--- src/rtl/seq_pkg.sv ---
// Shared definitions for the serial pattern generator: one-hot state codes,
// default pattern and a clog2 helper for counter sizing.
package seq_pkg;

  localparam logic [3:0] IdleCode  = 4'b0000;
  localparam logic [3:0] ShiftCode = 4'b0001;
  localparam logic [3:0] GapCode   = 4'b0010;
  localparam logic [3:0] DoneCode  = 4'b0100;

  typedef enum logic [3:0] {
    StIdle  = IdleCode,
    StShift = ShiftCode,
    StGap   = GapCode,
    StDone  = DoneCode
  } seq_state_e;

  localparam logic [3:0] SeqDefPat = 4'b1001;

  function automatic int unsigned seq_clog2(input int unsigned n);
    int unsigned v;
    int unsigned r;
    v = 1;
    r = 0;
    while (v < n) begin
      v = v << 1;
      r++;
    end
    return (r == 0) ? 1 : r;
  endfunction

endpackage

--- src/rtl/seq_shift_reg.sv ---
// Loadable left-shift register; exposes the current MSB and the bit that
// becomes MSB after the next shift.
module seq_shift_reg #(
  parameter int unsigned PAT_W = 4
) (
  input  logic             clk,
  input  logic             rst_n,
  input  logic             load,
  input  logic             shift,
  input  logic             clear,
  input  logic [PAT_W-1:0] din,
  output logic             msb,
  output logic             next_msb
);

  logic [PAT_W-1:0] sr_q;

  always_ff @(posedge clk or negedge rst_n) begin
    if (!rst_n) begin
      sr_q <= '0;
    end else if (clear) begin
      sr_q <= '0;
    end else if (load) begin
      sr_q <= din;
    end else if (shift) begin
      sr_q <= {sr_q[PAT_W-2:0], 1'b0};
    end
  end

  assign msb      = sr_q[PAT_W-1];
  assign next_msb = sr_q[PAT_W-2];

endmodule

--- src/rtl/seq_generator.sv ---
// Serial pattern transmitter: sends reps copies of a PAT_W-bit pattern MSB-first.
// Define SEQ_GEN_GAP_EN to insert one idle GAP cycle between consecutive copies.
module seq_generator
  import seq_pkg::*;
#(
  parameter int unsigned     PAT_W   = 4,
  parameter int unsigned     CNT_W   = 4,
  parameter logic [PAT_W-1:0] DEF_PAT = PAT_W'(SeqDefPat)
) (
  input  logic             clk,
  input  logic             rst_n,
  input  logic             start,
  input  logic             use_def,
  input  logic [PAT_W-1:0] pattern,
  input  logic [CNT_W-1:0] reps,
  input  logic             abort,
  output logic             dataout,
  output logic             bit_valid,
  output logic             busy,
  output logic             done
);

  localparam int unsigned BitCntW = seq_clog2(PAT_W);
  localparam logic [BitCntW-1:0] LastBit = BitCntW'(PAT_W - 1);

  seq_state_e         state_q, state_d;
  logic [PAT_W-1:0]   pat_q, pat_d;
  logic [BitCntW-1:0] bit_cnt_q, bit_cnt_d;
  logic [CNT_W-1:0]   copy_cnt_q, copy_cnt_d;
  logic               dataout_q, dataout_d;
  logic               bit_valid_q, bit_valid_d;
  logic               busy_q, busy_d;
  logic               done_q, done_d;

  logic               sr_load, sr_shift, sr_clear;
  logic [PAT_W-1:0]   sr_din;
  logic               sr_msb, sr_next_msb;

  seq_shift_reg #(
    .PAT_W (PAT_W)
  ) u_shift_reg (
    .clk      (clk),
    .rst_n    (rst_n),
    .load     (sr_load),
    .shift    (sr_shift),
    .clear    (sr_clear),
    .din      (sr_din),
    .msb      (sr_msb),
    .next_msb (sr_next_msb)
  );

  always_comb begin
    state_d     = state_q;
    pat_d       = pat_q;
    bit_cnt_d   = bit_cnt_q;
    copy_cnt_d  = copy_cnt_q;
    dataout_d   = 1'b0;
    bit_valid_d = 1'b0;
    busy_d      = 1'b0;
    done_d      = 1'b0;
    sr_load     = 1'b0;
    sr_shift    = 1'b0;
    sr_clear    = 1'b0;
    sr_din      = pat_q;

    unique case (state_q)
      StIdle: begin
        if (start) begin
          pat_d      = use_def ? DEF_PAT : pattern;
          copy_cnt_d = reps;
          bit_cnt_d  = '0;
          busy_d     = 1'b1;
          if (reps != '0) begin
            state_d     = StShift;
            sr_load     = 1'b1;
            sr_din      = pat_d;
            dataout_d   = pat_d[PAT_W-1];
            bit_valid_d = 1'b1;
          end else begin
            state_d = StDone;
            done_d  = 1'b1;
          end
        end
      end

      StShift: begin
        busy_d = 1'b1;
        if (bit_cnt_q == LastBit) begin
          bit_cnt_d  = '0;
          copy_cnt_d = copy_cnt_q - CNT_W'(1);
          if (copy_cnt_q != CNT_W'(1)) begin
`ifdef SEQ_GEN_GAP_EN
            state_d = StGap;
`else
            sr_load     = 1'b1;
            sr_din      = pat_q;
            dataout_d   = pat_q[PAT_W-1];
            bit_valid_d = 1'b1;
`endif
          end else begin
            state_d = StDone;
            done_d  = 1'b1;
          end
        end else begin
          sr_shift    = 1'b1;
          dataout_d   = sr_next_msb;
          bit_valid_d = 1'b1;
          bit_cnt_d   = bit_cnt_q + BitCntW'(1);
        end
      end

`ifdef SEQ_GEN_GAP_EN
      StGap: begin
        state_d     = StShift;
        busy_d      = 1'b1;
        sr_load     = 1'b1;
        sr_din      = pat_q;
        dataout_d   = pat_q[PAT_W-1];
        bit_valid_d = 1'b1;
      end
`endif

      StDone: begin
        state_d = StIdle;
      end

      default: begin
        state_d = StIdle;
      end
    endcase

    // abort wins over every transition out of a busy state
    if (abort && (state_q != StIdle)) begin
      state_d     = StIdle;
      bit_cnt_d   = '0;
      copy_cnt_d  = '0;
      dataout_d   = 1'b0;
      bit_valid_d = 1'b0;
      busy_d      = 1'b0;
      done_d      = 1'b0;
      sr_load     = 1'b0;
      sr_shift    = 1'b0;
      sr_clear    = 1'b1;
    end
  end

  always_ff @(posedge clk or negedge rst_n) begin
    if (!rst_n) begin
      state_q     <= StIdle;
      pat_q       <= '0;
      bit_cnt_q   <= '0;
      copy_cnt_q  <= '0;
      dataout_q   <= 1'b0;
      bit_valid_q <= 1'b0;
      busy_q      <= 1'b0;
      done_q      <= 1'b0;
    end else begin
      state_q     <= state_d;
      pat_q       <= pat_d;
      bit_cnt_q   <= bit_cnt_d;
      copy_cnt_q  <= copy_cnt_d;
      dataout_q   <= dataout_d;
      bit_valid_q <= bit_valid_d;
      busy_q      <= busy_d;
      done_q      <= done_d;
    end
  end

  // While shifting, the registered output always mirrors the register MSB.
  shift_tracks_msb: assert property (@(posedge clk) disable iff (!rst_n)
    (state_q == StShift) |-> (dataout_q == sr_msb));

  assign dataout   = dataout_q;
  assign bit_valid = bit_valid_q;
  assign busy      = busy_q;
  assign done      = done_q;

endmodule

--- config.mk ---
export PLATFORM = sky130hd
export DESIGN_NAME = seq_generator
export DESIGN_NICKNAME = d
export VERILOG_FILES = /design/src/rtl/seq_pkg.sv /design/src/rtl/seq_shift_reg.sv /design/src/rtl/seq_generator.sv
export SDC_FILE = /design/constraint.sdc
export NUM_CORES = 1
export LEC_CHECK = 0
export CORE_ASPECT_RATIO = 1.4
export CORE_MARGIN = 10
export CORE_UTILIZATION = 40
export DETAILED_ROUTE_END_ITERATION = 16
export GPL_ROUTABILITY_DRIVEN = 0
export REMOVE_ABC_BUFFERS = 1
export SLEW_MARGIN = 10
export SYNTH_ARGS = -nofsm -noshare
export SYNTH_HDL_FRONTEND = slang
export SYNTH_SLANG_ARGS = --single-unit
--- constraint.sdc ---
create_clock -name clk -period 1.65 [get_ports clk]
set_input_delay 0.2475 -clock clk [delete_from_list [all_inputs] [get_ports clk]]
set_output_delay 0.2475 -clock clk [all_outputs]
set_load 0.005 [all_outputs]
* After elaboration in Yosys (flattened, before gate mapping)
Cells that the tools add are included.
** Storage, ports and cells
- Register bits :: 21
- Output and inout bits :: 4
- Word-level logic and storage cells :: 76
** Cells by class
- Add/subtract/negate cells :: 2
- Equal/unequal tests :: 6
- Multiplexer cells :: 49
- Reduce and logical (&&, ||, !) cells :: 10
** Operator list (count)
- two-way mux 4 bit :: 8
- two-way mux 1 bit :: 23
- two-way mux 3 bit :: 7
- one-hot mux 4 bit (2 select lines) :: 2
- one-hot mux 1 bit (2 select lines) :: 5
- inequality test 3 bit, second input constant :: 3
- nonzero test 4 bit :: 2
- two-way mux 2 bit :: 3
- AND reduction 3 bit :: 2
- nonzero test 3 bit :: 2
- equality test 4 x 1 -> 1 bit, second input constant :: 1
- logical NOT 4 bit :: 1
- inequality test 4 x 1 -> 1 bit, second input constant :: 1
- one-hot mux 2 bit (2 select lines) :: 1
- AND reduction 2 bit :: 2
- subtractor 4 x 1 -> 4 bit, second input constant :: 1
- adder 2 x 1 -> 2 bit, second input constant :: 1
- equality test 2 bit, second input constant :: 1
- logical AND 1 bit :: 1

* Longest topological paths before layout
Gate-level depths: netlist of the first run.
- Word-level depth :: 7
- Gate-level depth with buffers :: 6

* Cells and area by module
From an unflattened synthesis of the first run, not the netlist that was laid out.
** Second synthesis, totals
- Cell total of the unflattened synthesis :: 132
- Area total of the unflattened synthesis :: 1177.4 µm²
** By module, submodules not included
- seq_generator :: cells an instance 115, area an instance 984.7 µm², seq. area each 400.4 µm², instances 1
- seq_shift_reg :: cells an instance 17, area an instance 192.7 µm², seq. area each 100.1 µm², instances 1

* Worst setup path after synthesis of the first run
OpenSTA, ideal clock, no wires.
- Path kind :: register -> register
- From :: register copy_cnt_q[1]
- To :: register u_shift_reg.sr_q[2]
- Setup slack :: -24 ps
- Period minus slack after synthesis :: 1674 ps
- Arrival time :: 1552 ps
- Required time :: 1528 ps
- Setup time :: 122 ps
- Stages on the path, launching flop included :: 7
- Cell sequence :: dfrtp_1 -> inv_1 -> ha_1 -> nor3b_1 -> o22ai_1 -> or2_1 -> a32o_1
** On the way
- Word-level cells in the longest chain between the ends :: 7
** Ends and longest elaborated chain
- start: declaration :: RTL line seq_generator.sv:29 : logic [CNT_W-1:0] copy_cnt_q, copy_cnt_d;
- start signal: assignment :: RTL line seq_generator.sv:161 : copy_cnt_q <= copy_cnt_d;
- inequality test 4 x 1 -> 1 bit (*) :: RTL line seq_generator.sv:91 : if (copy_cnt_q != CNT_W'(1)) begin
- two-way mux 1 bit (*) :: RTL line seq_generator.sv:91
- two-way mux 1 bit (*) :: RTL line seq_generator.sv:88 : if (bit_cnt_q == LastBit) begin
- one-hot mux 1 bit (2 select lines) (*) :: RTL line seq_generator.sv:66 : unique case (state_q)
- two-way mux 1 bit (*) :: RTL line seq_generator.sv:133 : if (abort && (state_q != StIdle)) begin
- two-way mux 3 bit :: RTL line seq_shift_reg.sv:23 : end else if (load) begin
- two-way mux 3 bit :: RTL line seq_shift_reg.sv:21 : end else if (clear) begin
- end signal: assignment :: RTL line seq_shift_reg.sv:24 : sr_q <= din;
- end signal: assignment :: RTL line seq_shift_reg.sv:26 : sr_q <= {sr_q[PAT_W-2:0], 1'b0};
- end: declaration :: RTL line seq_shift_reg.sv:16 : logic [PAT_W-1:0] sr_q;
Every way passes the cells marked *; elsewhere a longest branch is shown, timed or not.
A chain may end at the register's enable or synchronous reset.

* Worst setup path in the final report of the first run
- From :: register copy_cnt_q[0]
- To :: register u_shift_reg.sr_q[2]
Same word-level chain as after synthesis.

==> results.md, run 1 <==
- Max-cap violations: 0
- Critical R2R Capture: u_shift_reg.sr_q[2]
- R2R Path Start: copy_cnt_q[0]
- CP Capture Type: flip-flop
- Vias: 1003
- Worst Setup EP: u_shift_reg.sr_q[2]
- Syn Inst Count: 117
- WP depth: 6
- WL/cell: 14.69 um
- Critical path fanouts, max: 3
- Area contributors post-synth: dfrtp_1, o21ai_0, nand2_1, a21oi_1, ha_1
- Ant diodes: 0
- Effective utilization at floorplan: 0.4233
- Cell Area, Placed: 0.001445 mm2
- Root Buffer: clkbuf_4
- Via density: 5.224
- Layout Skew: 0.008088 ns
- Synth top area share: 0.4251
- Die height: 82.57 um
- Hold Buf Count CTS: 0
- EDFF count, synth: 0
- Clock-pin slew on the worst setup and hold paths: 0.11 ns
- Final min period: 1.652 ns
- Most frequently used flop master after synthesis: dfrtp_1
- CTS Buf Count: 3
- GRT Total Usage: 0.1097
- Critical Path Start: copy_cnt_q[0]
- Final hold vios: 0
- Worst endpoint required time: 1.85 ns
- Netlist cell types: 36
- Detail Route Antenna Nets: 0
- Slew HR: 0.7695
- Clock latency on the worst-skew pair: 0.30 ns
- Status: finished with violations
- Clock sink count: 19
- Port bufs: 16
- Most frequent cell after synthesis: dfrtp_1
- Final Cell Area: 0.001534 mm2
- H-tree levels: 1
- Post-synth ARST share: 1.000
- Rows: 22
- Syn. warnings: 0
- Cell taking the most area after synthesis: dfrtp_1
- Reg2reg path depth: 6
- Slew Viols, Final: 0
- Post-route non-filler standard cell count: 192
- Crit path largest cell delay: 0.42 ns
- Seq cells post-synth: 19
- # setup viols final: 1
- Slowest CP cell: dfrtp_1
- CP arrival: 1.85 ns
- First-pass GRT wire length: 4664 um
- Critical Path Start Type: flip-flop
- Crit path buf inv count: 1
- Seq/Total Area, Yosys: 0.4251
- Post-synthesis average cell area: 9.560 um2
- Initial DRC Count: 48
- Top delay family on crit path: compound AO/OA/AOI/OAI gates
- Final worst-path cycle share: 1.001
- CP Class: reg -> reg
- Drc violations: 0
- Failing checks: setup timing
- Grt total ovfl: 0
- Worst hold path class: in -> async
- CTS Buffer Depth: 2
- Leak: 0.0006712 uW
- FMAX: 0.6054 GHz
- Area of the mapped netlist: 0.001119 mm2
- Largest net degree at the start of global routing: 20
- Dpl hpwl: 2187 um
- Pwr Total: 2151 uW
- Worst-margin pin slew: 0.3431 ns
- Die width: 64.69 um
- WL final: 2821 um
- Final net count: 173
- Area Growth Syn to Fin: 37.14%
- TritonCTS clock tree: done
- Core ar.: 0.002643 mm2
- # IOs: 17
- Post-route setup slack: -0.001714 ns
- Dpl cells: 187
- Fraction of layout cells with a size suffix above 1: 0.2885
- Number of detailed-route iterations in the first pass: 4
- Die ar.: 0.005341 mm2
- Initial antenna violation count: 0
- Flop-to-flop setup slack: -0.002 ns
- RSZ-0062 raised after global routing: true
- Pre-CTS setup slack: -0.3531 ns
- Vias in the first global route: 1063
- Commonest cells in the netlist: dfrtp_1, nand2_1, o21ai_0
- Hold Slack: 0.2701 ns
- Max rail drop VDD: 0.0007899 V
- Pwr dens: 1402 mW/mm2
- Crit path cell chain: ha_4, nor3b_4, buf_4, or2_4, a2bb2oi_1, a32o_2
## logic make-up after synthesis
kind of cell	synth area share
and+or+nand+nor	0.2304
adders and majority gates	0.03356
buffers and inverters	0.06599
DFF	0.4251
AOI/OAI and AO/OA	0.2450
## timing repair
| action | 4_1_cts | 5_1_grt |
|---|---|---|
| setup endpoints to repair | 3 | 3 |
| pin swaps | 1 | 7 |
| gates cloned | 0 | 0 |
| gates resized for setup | 6 | 7 |
| setup buffers | 0 | 1 |
## area by class of cell
type / instances / area [um2]
inverters: 4 / 15.01
multi-input cells: 88 / 620.6
fillers: 251 / 1109
well taps: 36 / 45.04
repair buffers: 41 / 351.6
clock buffers: 4 / 26.28
flip-flops and latches: 19 / 475.5
## worst reg2reg max path, stage by stage (launching register included)
cell	delay [ns]
dfrtp_1	0.42
ha_4	0.17
nor3b_4	0.16
buf_4	0.14
or2_4	0.24
a2bb2oi_1	0.14
a32o_2	0.28
## power breakdown
part / internal [uW] / leakage [uW] / total (uW) / switching [uW]
logic: 614 / 0.000414 / 1150 / 533
clock network: 94.2 / 0.0000150 / 236 / 142
registers: 648 / 0.000242 / 768 / 120
total: 1360 / 0.000671 / 2150 / 795
## registers in the layout, indices dropped and copies added (netlist names)
register,flops
bit_cnt_q,2
bit_valid,1
done,1
dataout,1
u_shift_reg.sr_q,3
pat_q,4
busy,1
copy_cnt_q,4
state_q,2
## worst min path at each step
stage | end | slack [ns] | cells past startpoint
final | copy_cnt_q[0] | 0.27 | 2
after global routing | copy_cnt_q[0] | 0.28 | 2
after CTS | copy_cnt_q[0] | 0.29 | 2
after detailed placement | pat_q[1] | 0.47 | 2
after global placement | pat_q[1] | 0.47 | 2
after floorplan | bit_cnt_q[0] | -0.05 | 0
## layer usage
metal	track usage	up-vias	wire, um
met3	0.02965	6	100
met1	0.1161	483	1168
met2	0.1976	19	1509
li1	-	495	-
met5	0	-	0
met4	0.05365	0	44
## stage by stage
step	TNS [ns]	util
finish	-0.001714	0.5805
floorplan	-0.08873	-
global route	-0.1113	0.5805
global placement	-1.345	0.5469
CTS	0	0.5663
detailed placement	-1.560	0.5469
## cell usage in the layout, fill, tap and decap left out, types with 2 or more instances in the layout
cell	count
buf_4	24
dfrtp_1	19
clkdlybuf4s50_1	16
nand2_1	13
o21ai_0	12
a21oi_1	9
nor2_1	7
nor3_1	4
inv_1	3
o21a_1	3
nand2b_1	3
clkbuf_4	3
nor2b_1	2
nor3b_1	2
or2b_1	2
a22oi_1	2
or2_1	2
a2bb2oi_1	2
a22o_1	2
No activity file was read; power rests on OpenSTA's default activity.
==> run 2: changes to the inputs <==
==> constraint.sdc (replaced) <==
create_clock -name clk -period 1.6 [get_ports clk]
set_input_delay 0.24 -clock clk [delete_from_list [all_inputs] [get_ports clk]]
set_output_delay 0.24 -clock clk [all_outputs]
set_load 0.1 [all_outputs]
==> run 2 against run 1 <==
The run still ends with setup timing left. Cell count rose by 2.1%. Wire length rose by 1.1%. Setup slack got worse by 0.027 ns. Sequential power rose by 4.7%. Clock skew fell by 0.00077 ns. Register-to-register slack got worse by 0.03 ns. First-iteration DRC count fell by 67%. Combinational power rose by 36%. Sequential share of layout area fell by 1.3 points. Die area did not move. Critical path type unchanged. Critical endpoint is now u_shift_reg.sr_q[0].
==> results.md, run 2 (synthesis gave the netlist of run 1 again) <==
- Status: finished with violations
- Failing checks: setup timing
- Final hold vios: 0
- H-tree levels: 1
- Largest net degree at the start of global routing: 20
- Max rail drop VDD: 0.0008001 V
- Worst-margin pin slew: 0.3227 ns
- First-pass GRT wire length: 4629 um
- Slew Viols, Final: 0
- Critical path fanouts, max: 3
- Effective utilization at floorplan: 0.4233
- Worst endpoint required time: 1.78 ns
- Slew HR: 0.7832
- Final net count: 177
- Core ar.: 0.002643 mm2
- Pwr dens: 1634 mW/mm2
- Dpl hpwl: 2145 um
- Hold Slack: 0.2685 ns
- Rows: 22
- Fraction of layout cells with a size suffix above 1: 0.3250
- Detail Route Antenna Nets: 0
- FMAX: 0.6141 GHz
- CTS Buf Count: 3
- WL/cell: 14.56 um
- # setup viols final: 3
- Die ar.: 0.005341 mm2
- Clock latency on the worst-skew pair: 0.30 ns
- Top flop regs: copy_cnt_q (4), pat_q (4), u_shift_reg.sr_q (3)
- Hold Buf Count CTS: 0
- RSZ-0062 raised after global routing: true
- Final min period: 1.628 ns
- Drc violations: 0
- GRT Total Usage: 0.1093
- Final worst-path cycle share: 1.018
- Clock-pin slew on the worst setup and hold paths: 0.11 ns
- Root Buffer: clkbuf_4
- Via density: 5.306
- # IOs: 17
- Post-route setup slack: -0.02840 ns
- Grt total ovfl: 0
- Die width: 64.69 um
- Vias in the first global route: 1074
- Die height: 82.57 um
- Number of detailed-route iterations in the first pass: 4
- R2R Path Start: copy_cnt_q[1]
- Max-cap violations: 0
- Final Cell Area: 0.001599 mm2
- Critical Path Start: copy_cnt_q[1]
- CP arrival: 1.81 ns
- Area Growth Syn to Fin: 42.95%
- Ant diodes: 0
- Most frequent cells in the layout: buf_4, dfrtp_1, nand2_1
- Critical Path Start Type: flip-flop
- Initial DRC Count: 16
- Cell Area, Placed: 0.001508 mm2
- CP Capture Type: flip-flop
- CP Class: reg -> reg
- WL final: 2853 um
- Clock sink count: 19
- Layout Skew: 0.007316 ns
- CTS Buffer Depth: 2
- Vias: 1040
- Worst hold path class: in -> async
- TritonCTS clock tree: done
- Initial antenna violation count: 0
- Port bufs: 16
- Commonest non-fill, non-tap cell in the layout: buf_4
- Leak: 0.0007089 uW
run 2: cell types whose count changed in the layout (fill, tap and decap cells not counted), sizes merged:
cell           previous run  this run
buf                      25        33
clkdlybuf4s50            16        12
run 2: metrics by stage:
step                        util   TNS, ns  power (uW)  worst slack, ns  cells
after global placement    0.5705    -1.731        2245          -0.3271    190
after global routing      0.6051   -0.2225        2795         -0.08159    196
after floorplan                -   -0.2387        1647         -0.09163    111
after CTS                 0.5980  -0.02451        2600         -0.01202    195
after detailed placement  0.5705    -1.941        2277          -0.3681    190
final                     0.6051  -0.06692        2613         -0.02840    196
run 2: per-layer routing:
layer / track usage / wire length, um / vias to the layer above
met5: 0 / 0 / -
met2: 0.2085 / 1572 / 27
li1: - / - / 506
met1: 0.1078 / 1166 / 505
met3: 0.02291 / 92 / 2
met4: 0.06009 / 22 / 0
run 2: worst paths after layout:
kind | slack (ns) | cells after the start | endpoint
max | -0.03 | 8 | u_shift_reg.sr_q[0]
min | 0.27 | 2 | pat_q[0]
max reg2reg | -0.03 | 8 | u_shift_reg.sr_q[0]
min reg2reg | 0.49 | 2 | pat_q[2]
max in group asynchronous | 1.12 | 2 | pat_q[2]
min in group clk | 0.49 | 2 | pat_q[2]
run 2: final cells by class:
type                       count  area [um2]
timing repair buffer          45       425.4
inverter                       4       15.01
fill                         241        1044
clock buffer                   4       26.28
sequential                    19       475.5
tap                           36       45.04
multi-input combinational     88       611.8
run 2: report_power, final:
part,internal (uW),leakage (uW),switching [uW]
registers,669,0.000242,135
logic,743,0.000452,819
clock network,97.1,0.0000150,150
total,1510,0.000709,1100
run 2: critical path, stage by stage, from the launching register on:
cell	delay (ns)
dfrtp_1	0.38
inv_2	0.06
ha_4	0.15
nor3b_4	0.16
buf_4	0.14
or2_4	0.25
buf_6	0.12
o22ai_2	0.16
a22oi_2	0.10
run 2: what timing repair did:
item,4_1_cts,5_1_grt
resized for setup,9,3
endpoints found under the setup margin,4,3
hold endpoints to repair,0,0
setup buffers,1,1
pin swaps,4,1
==> patch 1, RTL diff (settings of run 1) <==
The option `SEQ_GEN_GAP_EN` is turned on by a define.
--- a/src/rtl/seq_generator.sv
+++ b/src/rtl/seq_generator.sv
@@ -1,4 +1,6 @@
 // Serial pattern transmitter: sends reps copies of a PAT_W-bit pattern MSB-first.
 // Define SEQ_GEN_GAP_EN to insert one idle GAP cycle between consecutive copies.
+`define SEQ_GEN_GAP_EN
+
 module seq_generator
   import seq_pkg::*;
Behaviour: not the same (a bounded check fails within 10 cycles, from zero or initial values and one cycle with rst_n low).
==> patch 1 against run 1 <==
- design area grew 3.5%
- routed wire length is 4.6% higher
- largest power group unchanged
- final cell count is 2.1% lower
- first-iteration DRC count fell by 10%
- global-route usage grew 0.35 points
- worst setup slack improved by 34 ps
- sequential cell count is 1 higher
- critical path type unchanged
- power is 9.7% higher
- die area up 3.4%
- synthesized area up 4.7%
- sequential share of layout area grew 0.60 points
- combinational power is 6% higher
==> patch 1: results (changes against run 1) <==
- Reg2reg start: state_q[2]
- Clk_lat worst skew: 260 ps (-40 ps)
- GR Util met2: 19.6% (-0.19 points)
- Number of global-route vias before repair: 1156 (+8.7%)
- CP peak stage delay: 590 ps (+170 ps)
- R2R cell count: 4 (-2)
- Worst r2r dst: u_shift_reg.sr_q[1]
- Initial DRC count: 43 (-10%)
- M1 GR Usage: 12.4% (+0.76 points)
- Fillers: 235 (-6.4%)
- Crit path max-delay cell type: or4b_4
- Register area share after synthesis: 42.7% (+0.23 points)
- VDD IR max: 0.000818 V (+3.5%)
- Met1 WL: 1250 µm (+6.8%)
- Worst reg-to-reg setup slack: 30 ps (+30 ps)
- Avg Synthesized Cell Area: 10.0 µm² (+4.7%)
- Largest registers: copy_cnt_q: 4 flops, pat_q: 4 flops
- Met3 Usage GRT: 2.96% (-0.0080 points)
- Delay-heaviest family, CP: simple AND/OR/NAND/NOR gates
- Seq pwr: 0.812 mW (+5.7%)
- Placement Setup Slack: -202 ps (+151 ps)
- Met2 wire len: 1520 µm (+0.99%)
- Outcome: finished, final reports clean
- Hold_ws: 327 ps (+56.4 ps)
- Multi-input logic area: 651 µm² (+4.8%)
- GRT Util Overall: 11.3% (+0.35 points)
- First-pass GRT wire length: 5130 µm (+9.9%)
- Worst path arrival time: 1770 ps (-80 ps)
- Nets: 169 (-2.3%)
- Pin count of the biggest net entering global routing: 21 (+5.0%)
- Routed WL per cell: 15.7 µm (+6.8%)
- Pint: 1.49 mW (+9.8%)
- Via count: 1021 (+1.8%)
- CTS Root Cell: clkbuf_8
- NetSw: 0.871 mW (+9.6%)
- Logic pwr share: 51.9% (-1.4 points)
- Sum Neg Setup Slack: 0 ps (+1.71 ps)
-- patch 1: layout make-up --
| class | count | area share (%) |
|---|---|---|
| inverters | 4 | 0.946 |
| flip-flops and latches | 20 | 31.6 |
| well taps | 37 | 2.92 |
| repair buffers | 39 | 21.0 |
| clock buffers | 3 | 2.60 |
| multi-input cells | 85 | 41.0 |
-- patch 1: cell families after synthesis --
group / Yosys count / share of synthesized area (%)
AND/OR/NAND/NOR: 40 / 22.2
AO/OA/AOI/OAI: 37 / 22.3
flip-flops: 20 / 42.7
buffers and inverters: 12 / 5.23
adder cells (fa/ha/maj): 4 / 4.06
multiplexers: 3 / 2.67
XOR/XNOR: 1 / 0.748
-- patch 1: repair_timing --
| item | 4_1_cts | 5_1_grt |
|---|---|---|
| pin swaps | 0 | 0 |
| gates resized for setup | 1 | 8 |
| endpoints found under the setup margin | 1 | 10 |
| buffers inserted | 0 | 0 |
| endpoints found under the hold margin | 0 | 0 |
==> patch 2, RTL diff (config.mk and constraints of run 1) <==
Without the edit above. Remove the register `done_q`: a continuous assignment takes its place, so the output `done` follows one clock earlier.
--- a/src/rtl/seq_generator.sv
+++ b/src/rtl/seq_generator.sv
@@ -154,5 +154,4 @@
       bit_valid_q <= 1'b0;
       busy_q      <= 1'b0;
-      done_q      <= 1'b0;
     end else begin
       state_q     <= state_d;
@@ -163,7 +162,8 @@
       bit_valid_q <= bit_valid_d;
       busy_q      <= busy_d;
-      done_q      <= done_d;
     end
   end
+
+  assign done_q = done_d;
 
   // While shifting, the registered output always mirrors the register MSB.
Check against the original RTL: not equivalent (a bounded check fails within 4 cycles, from zero or initial values and one cycle with rst_n low).
==> patch 2 against run 1 <==
- the run still ends with negative setup slack left
- routed wire length down 2.6%
- synthesized area down 2.6%
- power up 7.5%
- clock skew down 7.3 ps
- first-iteration DRC count unchanged
- sequential power down 3.1%
- sequential cell count down 1
- via count down 0.80%
- critical path type is now flop to output pin
- design area up 4.2%
- worst setup slack worse by 110 ps
- count of clock-buffer cells in the layout unchanged
- final cell count up 3.1%
==> patch 2: results (changes against run 1) <==
- Nets: 179 (+3.5%)
- GRT Util Overall: 11.0% (+0.030 points)
- Final setup margin: -114 ps (-113 ps)
- Routed WL per cell: 13.9 µm (-5.5%)
- Delay-heaviest family, CP: flip-flops
- Worst path arrival time: 1520 ps (-330 ps)
- Worst Skew: 0.763 ps (-7.32 ps)
- Worst reg-to-reg setup slack: -100 ps (-100 ps)
- Layout cell share with drive strength beyond 1: 37.0% (+8.2 points)
- Worst r2r dst: u_shift_reg.sr_q[0]
- Slew HR: 75.8% (-1.1 points)
- R2R cell count: 8 (+2)
- Endpoints failing setup: 4 (+3)
- Number of global-route vias before repair: 1036 (-2.5%)
- Critical Path Sink: done
- P_leak: 0.717 nW (+6.8%)
- Top post-synthesis cells by area: dfrtp_1 41%, nor2_1 4.5%, a21oi_1 4.1%
- Outcome: complete, but fails checks
- NetSw: 0.846 mW (+6.5%)
- Via/cell ratio: 5.03 (-3.8%)
- Placement Setup Slack: -394 ps (-40.8 ps)
- DP HPWL: 2070 µm (-5.4%)
- Crit path max fanout: 2 (-1)
- First-pass GRT wire length: 4590 µm (-1.6%)
- Sum Neg Setup Slack: -370 ps (-368 ps)
- Failing checks: negative setup slack
- Fillers: 240 (-4.4%)
- Register area share after synthesis: 41.3% (-1.2 points)
## patch 2: cell count changes in the layout (fill, tap and decap cells not counted), sizes merged, moves of 2 or more
cell,delta
o22ai,-2
mux2i,+3
or2,-2
buf,+9
o21ai,-4
nor2,+6
or2b,-2
## patch 2: cell type report
cell class	count	area [µm²]	share of cell area, %
clock buffers	4	36.3	2.27
inverters	5	18.8	1.17
multi-input cells	86	642	40.1
flip-flops and latches	18	450	28.2
well taps	36	45.0	2.82
repair buffers	49	407	25.4
## patch 2: logic make-up (layout without fill, tap and decap cells)
logic type / after synthesis / count (layout) / share of synthesized area, %
AOI/OAI and AO/OA: 35 / 35 / 23.0
adders and majority gates: 3 / 3 / 3.44
buffers and inverters: 9 / 58 / 5.74
DFF: 18 / 18 / 41.3
muxes: 3 / 3 / 2.76
and+or+nand+nor: 45 / 45 / 23.8
## patch 2: power groups by stage
| stage | Clock [mW] | Sequential [mW] | Combinational [mW] |
|---|---|---|---|
| floorplan | 0 | 0.745 | 0.604 |
| global placement | 0 | 0.724 | 1.15 |
| detailed placement | 0 | 0.731 | 1.17 |
| CTS | 0.289 | 0.728 | 1.22 |
| global route | 0.308 | 0.767 | 1.43 |
| finish | 0.283 | 0.744 | 1.29 |
## patch 2: metal layers
metal	vias up	GRT usage, %	wire length, µm
li1	505	-	-
met1	463	12.4	1210
met2	19	18.9	1390
met3	8	2.32	68
met4	0	6.44	78
met5	-	0	0
## patch 2: through the flow
step	instance area, µm²	hold WS [ps]	instances	util, %
after floorplan	1050	-48.1	109	-
after global placement	1480	464	192	56.7
after detailed placement	1480	474	192	56.7
after CTS	1540	276	197	58.9
after global routing	1600	283	198	61.1
final	1600	265	198	61.1
